===== src/rtl/mem_bus_arbiter.sv =====
// Two-requester (CPU / host) round-robin arbiter driving a four-phase AS_N/ACK_N
// memory handshake with per-phase timeout and a sticky error flag.
module mem_bus_arbiter #(
  parameter int AW      = 32,
  parameter int DW      = 32,
  parameter int TIMEOUT = 15
) (
  input  logic          CLK,
  input  logic          RESET_N,
  input  logic          CPU_MR,
  input  logic          CPU_MW,
  input  logic [AW-1:0] CPU_ADDR,
  input  logic [DW-1:0] CPU_WDATA,
  output logic          CPU_BUSY,
  input  logic          HOST_RD,
  input  logic          HOST_WR,
  input  logic [AW-1:0] HOST_ADDR,
  input  logic [DW-1:0] HOST_WDATA,
  output logic          HOST_BUSY,
  output logic [DW-1:0] RD_DATA,
  output logic          AS_N,
  output logic          WR_N,
  output logic [AW-1:0] BUS_ADDR,
  output logic [DW-1:0] BUS_WDATA,
  input  logic [DW-1:0] BUS_RDATA,
  input  logic          ACK_N,
  output logic          GNT_CPU,
  output logic          GNT_HOST,
  output logic          BUS_ERR,
  input  logic          ERR_CLR,
  output logic [1:0]    STATE_DBG
);

  // Requester handshake: a request is a level held until the requester sees
  // its BUSY low; BUSY drops for exactly the DONE cycle of its own transaction.
  typedef enum logic [1:0] {IDLE = 2'd0, ASSERT = 2'd1, RELEASE = 2'd2, DONE = 2'd3} state_t;

  state_t     state, state_nxt;
  logic       ack_m, ack_s;
  logic [7:0] cnt;
  logic       last_host;
  logic       req_cpu, req_host, pick_host, grant_wr, grant, timeout;
  logic       cap_rd, err_set;

  assign req_cpu   = CPU_MR | CPU_MW;
  assign req_host  = HOST_RD | HOST_WR;
  // Host wins only when alone or when the CPU had the previous grant.
  assign pick_host = req_host & (~req_cpu | ~last_host);
  assign grant_wr  = pick_host ? (HOST_WR & ~HOST_RD) : (CPU_MW & ~CPU_MR);
  assign timeout   = (cnt == 8'(TIMEOUT - 1));
  assign STATE_DBG = state;
  assign CPU_BUSY  = req_cpu  & ~((state == DONE) & GNT_CPU);
  assign HOST_BUSY = req_host & ~((state == DONE) & GNT_HOST);

  // ACK_N is asynchronous; only the second flop feeds the FSM.
  always_ff @(posedge CLK or negedge RESET_N) begin
    if (!RESET_N) begin
      ack_m <= 1'b1;
      ack_s <= 1'b1;
    end else begin
      ack_m <= ACK_N;
      ack_s <= ack_m;
    end
  end

  always_ff @(posedge CLK or negedge RESET_N) begin
    if (!RESET_N) begin
      state <= IDLE;
      cnt   <= 8'd0;
    end else begin
      state <= state_nxt;
      if (state_nxt != state)
        cnt <= 8'd0;
      else if (state == ASSERT || state == RELEASE)
        cnt <= cnt + 8'd1;
    end
  end

  always_comb begin
    state_nxt = state;
    grant     = 1'b0;
    cap_rd    = 1'b0;
    err_set   = 1'b0;
    case (state)
      IDLE: begin
        if (req_cpu || req_host) begin
          grant     = 1'b1;
          state_nxt = ASSERT;
        end
      end
      ASSERT: begin
        if (!ack_s) begin
          cap_rd    = WR_N;
          state_nxt = RELEASE;
        end else if (timeout) begin
          err_set   = 1'b1;
          state_nxt = RELEASE;
        end
      end
      RELEASE: begin
        if (ack_s) begin
          state_nxt = DONE;
        end else if (timeout) begin
          err_set   = 1'b1;
          state_nxt = DONE;
        end
      end
      DONE:    state_nxt = IDLE;
      default: state_nxt = IDLE;
    endcase
  end

  always_ff @(posedge CLK or negedge RESET_N) begin
    if (!RESET_N) begin
      AS_N      <= 1'b1;
      WR_N      <= 1'b1;
      BUS_ADDR  <= '0;
      BUS_WDATA <= '0;
      RD_DATA   <= '0;
      GNT_CPU   <= 1'b0;
      GNT_HOST  <= 1'b0;
      BUS_ERR   <= 1'b0;
      last_host <= 1'b1;
    end else begin
      AS_N <= (state_nxt != ASSERT);
      if (grant) begin
        GNT_CPU  <= ~pick_host;
        GNT_HOST <= pick_host;
        BUS_ADDR <= pick_host ? HOST_ADDR : CPU_ADDR;
        WR_N     <= ~grant_wr;
        if (grant_wr)
          BUS_WDATA <= pick_host ? HOST_WDATA : CPU_WDATA;
      end
      if (cap_rd)
        RD_DATA <= BUS_RDATA;
      if (state == DONE) begin
        GNT_CPU   <= 1'b0;
        GNT_HOST  <= 1'b0;
        WR_N      <= 1'b1;
        last_host <= GNT_HOST;
      end
      if (err_set)
        BUS_ERR <= 1'b1;
      else if (ERR_CLR)
        BUS_ERR <= 1'b0;
    end
  end

endmodule


===== config.mk =====
export PLATFORM = sky130hd
export DESIGN_NAME = mem_bus_arbiter
export DESIGN_NICKNAME = d
export VERILOG_FILES = /design/src/rtl/mem_bus_arbiter.sv
export SDC_FILE = /design/constraint.sdc
export NUM_CORES = 1
export LEC_CHECK = 0
export ABC_CLOCK_PERIOD_IN_PS = 4600
export BUFFER_PORTS_ARGS = -buffer_cell sky130_fd_sc_hd__buf_2
export CAP_MARGIN = 20
export CORE_ASPECT_RATIO = 1.75
export CORE_UTILIZATION = 50
export DETAILED_ROUTE_END_ITERATION = 8
export GPL_ROUTABILITY_DRIVEN = 0
export GPL_TIMING_DRIVEN = 0
export PLACE_DENSITY = 0.86
export SYNTH_ARGS = -nofsm -noshare
export SYNTH_HDL_FRONTEND = slang
export SYNTH_SLANG_ARGS = --single-unit

===== constraint.sdc =====
create_clock -name CLK -period 4.6 [get_ports CLK]
set_clock_uncertainty 0.05 [all_clocks]
set_input_delay 0.92 -clock CLK [delete_from_list [all_inputs] [get_ports CLK]]
set_output_delay 0.92 -clock CLK [all_outputs]
set_load 0.02 [all_outputs]

Word-level counts from Yosys, hierarchy flattened
Index checks and enable logic that the tools add are counted.
- $add $sub $neg: 1
- equality and inequality tests: 6
- muxes and demuxes: 27
- bitwise gates (word level): 18
- reductions and logical operators: 7
- operators with widths (operator ; number):
    32-bit two-way mux ; 2
    1-bit two-way mux ; 16
    8-bit two-way mux ; 2
    2-bit two-way mux ; 5
    8-bit by 1-bit adder with 8-bit output, second input constant ; 1
    8-bit by 4-bit == test with 1-bit output, second input constant ; 1
    1-bit inverter ; 8
    2-bit case mux with 4 select lines ; 1
    1-bit AND ; 7
    2-bit nonzero test ; 3
    2-bit == test, second input constant ; 2
    1-bit bitwise OR ; 3
    2-bit by 1-bit == test with 1-bit output, second input constant ; 1
    2-bit logical NOT ; 1
    1-bit logical OR ; 2
    2-bit by 1-bit inequality test with 1-bit output, second input constant ; 1
    2-bit inequality test ; 1
    1-bit case mux with 2 select lines ; 1
    2-bit AND reduction ; 1
- bits in registers: 114
- input bits: 168
- output and inout port bits: 105
- word-level logic and storage cells: 72

Depth between registers and ports, before layout
- word-level depth: 8
- mapped depth: 7
- gate-level depth less buffers: 6

Worst setup path after synthesis
Ideal clock, no wire load.
- kind: input-to-output
- start point: input port CPU_MW
- end point: output port CPU_BUSY
- data arrival time: 1.292 ns
- data required time: 3.630 ns
- setup slack: 2.338 ns
- stages on the path: 2
- path buffers: 0
- cell sequence: nor2_2 a21oi_1
- cells in the longest elaborated chain, start to end: 2
- ends and longest elaborated chain (what ; line ; text):
    from (decl) ; 11 ; input logic CPU_MW,
    1-bit bitwise OR ; 45 ; assign req_cpu = CPU_MR | CPU_MW;
    1-bit AND ; 52 ; assign CPU_BUSY = req_cpu & ~((state == DONE) & GNT_CPU);
    to (decl) ; 14 ; output logic CPU_BUSY,
Every way passes these cells.

Worst setup path in the final report
- start point: register state[0], in the netlist STATE_DBG[0]
- end point: output port HOST_BUSY
- cells in the longest elaborated chain, start to end: 4
- ends and longest elaborated chain (what ; line ; text):
    from (decl) ; 38 ; state_t state, state_nxt;
    from (signal assigned) ; 71 ; state <= state_nxt;
    2-bit == test ; 53 ; assign HOST_BUSY = req_host & ~((state == DONE) & GNT_HOST);
    1-bit AND ; 53 ;
    1-bit inverter ; 53 ;
    1-bit AND ; 53 ;
    to (decl) ; 19 ; output logic HOST_BUSY,
Every way passes these cells.

==> impl_metrics.toml <==
[worst_setup_path]
crit_fanout = 7
crit_chain = "ha_1 > nand2_1 > o21a_1 > buf_2"
slowest_delay_ns = 0.52
crit_family = "flip-flops"
arrival_ns = 1.62
critPathRequiredTime_ns = 3.63
crit_type = "register to output pin"
critPathBufInv = 1
slowest_stage = "dfrtp_1"
start_kind = "register"
r2r_slack_ns = 2.42
critPathCaptureType = "output pin"

[global_route]
grt.overflow.total = 0
antenna_found_initial = 0
grt_pass1_wl_mm = 22.7
grt_usage_pct = 26.8
grt_pass1_vias = 4801
grt_max_degree = 70

[timing]
tightest_slew_ns = 0.623
setup_viol = 0
setup_ws_ns = 2.01
final.min_clock_period_ns = 2.59
tns_ns = 0
rsz0062_at_grt = "no"
slew_viol_final = 0
hold_violations = 0
max_slew_margin_pct = 58.5
hold_slack_ns = 0.310
post-route-period-util_pct = 56.4
max_freq_mhz = 386

[clocking]
clk_pin_slew_worst_paths_ns = 0.05
holdBufCountCts = 0
h-tree-depth = 4
cts-resized-gates = 0
clockBufferDepth = 2
cts_tree = "yes"
postCtsSetupBuffers = 0
root_buffer = "clkbuf_16"
clock_latency_ns = 0.40
cts_sinks = 114
numCtsBuffers = 17

[route]
remaining_drc_errors = 0
first_iter_violations = 129
antenna_left = 0
drt_pass1_iterations = 6
via_per_inst = 5.21
wl_per_cell_um = 17.4
num_vias = 4422
wirelength_mm = 14.8

[placed_design]
dp_cells = 819
dpl.hpwl_mm = 11.4
dp_slack_ns = 2.15
port_buffers = 272

[die]
die_area_um2 = 11400
core_um2 = 10700
die_h_um = 140
die_w_um = 81.1
ios = 273
rows = 50
start_util_pct = 51.1

[synth]
syn_inst = 416
synth.avg_cell_area_um2 = 13.1
ys_warn_count = 0
synth.area.top_cells = "dfrtp_1 (50%), mux2_2 (14%), mux2_4 (6.9%), mux2i_1 (5.9%), buf_6 (2.7%)"
ys_types = 48
synth_area_um2 = 5470
synth_top_area_share_pct = 49.9
syn-num-nets = 591
ys_seq_area_share_pct = 52.3
synth_area_leader_cell = "dfrtp_1"
synth_seq_cells = 114

[flow_run]
drv_cap = 0

[power_and_ir_drop]
ir_drop_v = 0.000417
p_per_area_nw_per_um2 = 755
power.leakage_nw = 3.81
p_total_mw = 5.72

[cells_and_area]
num-nets-final = 883
drive_gt1_share_pct = 60.0
final_cells = 848
syn2layout_area_growth_pct = 38.5
fill_cells = 787
antenna_cells = 0

[outcome]
status = "finished, final reports clean"

[min_path]
min_path_type = "register to register"
-- cell type report --
cell class                 count  area, µm²  area share (%)
tap                          130        163            2.15
clock buffer                  22        464            6.13
buffer                        22        195            2.58
timing repair buffer         273       1390            18.4
inverter                       7       26.3           0.347
multi-input combinational    273       2390            31.5
clock inverter                 7       85.1            1.12
sequential                   114       2860            37.8
-- cells in the mapped netlist (all sizes together) --
library cell	count
inv	7
buf	19
a211oi	1
dfrtp	109
a21oi	4
o21bai	1
o22ai	1
nand4b	1
nor4	2
nand3b	1
nand2b	2
clkbuf	3
or4	1
dfstp	5
nand2	39
o21a	3
nor2	9
ha	7
and3	2
mux2	97
nor3	9
nor3b	2
a221oi	1
o211ai	2
o2111ai	1
xor2	4
o21ai	35
or3b	1
and2	1
xnor2	3
a2111oi	1
or3	1
nand3	2
a311o	1
nand4	4
o2bb2ai	1
or2	1
mux2i	32
-- power breakdown --
group,switching [mW],total [mW],leakage [nW],internal [mW]
Combinational,1.56,2.71,2.17,1.16
Clock,0.414,1.22,0.275,0.809
Sequential,0.283,1.78,1.37,1.50
Total,2.25,5.72,3.81,3.46
-- through the flow --
step	utilization, %	area [µm²]
global route	70.8	7570
CTS	70.8	7570
detailed placement	65.6	7020
floorplan	-	5470
finish	70.8	7570
global placement	65.4	6990
-- cells by family after synthesis --
logic type	after synthesis	synth area share, %
xor gates and xnor gates	7	1.12
muxes	129	27.5
DFF	114	52.3
adders and majority gates	7	1.60
and+or+nand+nor	78	7.69
AOI/OAI and AO/OA	52	5.72
buffers and inverters	29	4.05
-- sequential cells by signal (all words and copies together) (netlist names) --
name	flops
last_host	1
BUS_ADDR	32
ack_m	1
AS_N	1
GNT_HOST	1
STATE_DBG	2
cnt	8
BUS_ERR	1
ack_s	1
BUS_WDATA	32
GNT_CPU	1
RD_DATA	32
WR_N	1
-- worst paths after layout --
check | endpoint | startpoint | cells past startpoint
setup / recovery | HOST_BUSY | STATE_DBG[0]$_DFF_PN0_ | 4
hold / removal | ack_s$_DFF_PN1_ | ack_m$_DFF_PN1_ | 0
setup reg to reg | cnt[1]$_DFFE_PN0P_ | STATE_DBG[0]$_DFF_PN0_ | 6
hold reg to reg | ack_s$_DFF_PN1_ | ack_m$_DFF_PN1_ | 0
max in group asynchronous | WR_N$_DFFE_PN1P_ | RESET_N | 2
min in group asynchronous | RD_DATA[11]$_DFFE_PN0P_ | RESET_N | 1
-- cell usage in the layout, fill, tap and decap left out, types with 4 or more instances in the layout --
cell / n
nand2_1: 38
clkinv_2: 5
dfrtp_1: 109
mux2_2: 68
inv_1: 7
mux2_1: 4
o21ai_1: 25
mux2i_1: 32
buf_6: 13
xor2_1: 4
clkbuf_1: 4
buf_2: 275
clkbuf_16: 17
nand4_1: 4
o21ai_0: 10
mux2_4: 25
nor3_1: 9
a21oi_1: 4
ha_1: 7
nor2_1: 7
dfstp_2: 5
-- routing by layer --
metal,vias to the layer above,global-route usage [%],wire length (µm)
li1,2053,-,-
met1,2145,26.4,5190
met2,187,50.2,8400
met3,37,6.38,736
met4,0,12.7,433
met5,-,0,0
No activity file was read; power rests on OpenSTA's default activity.
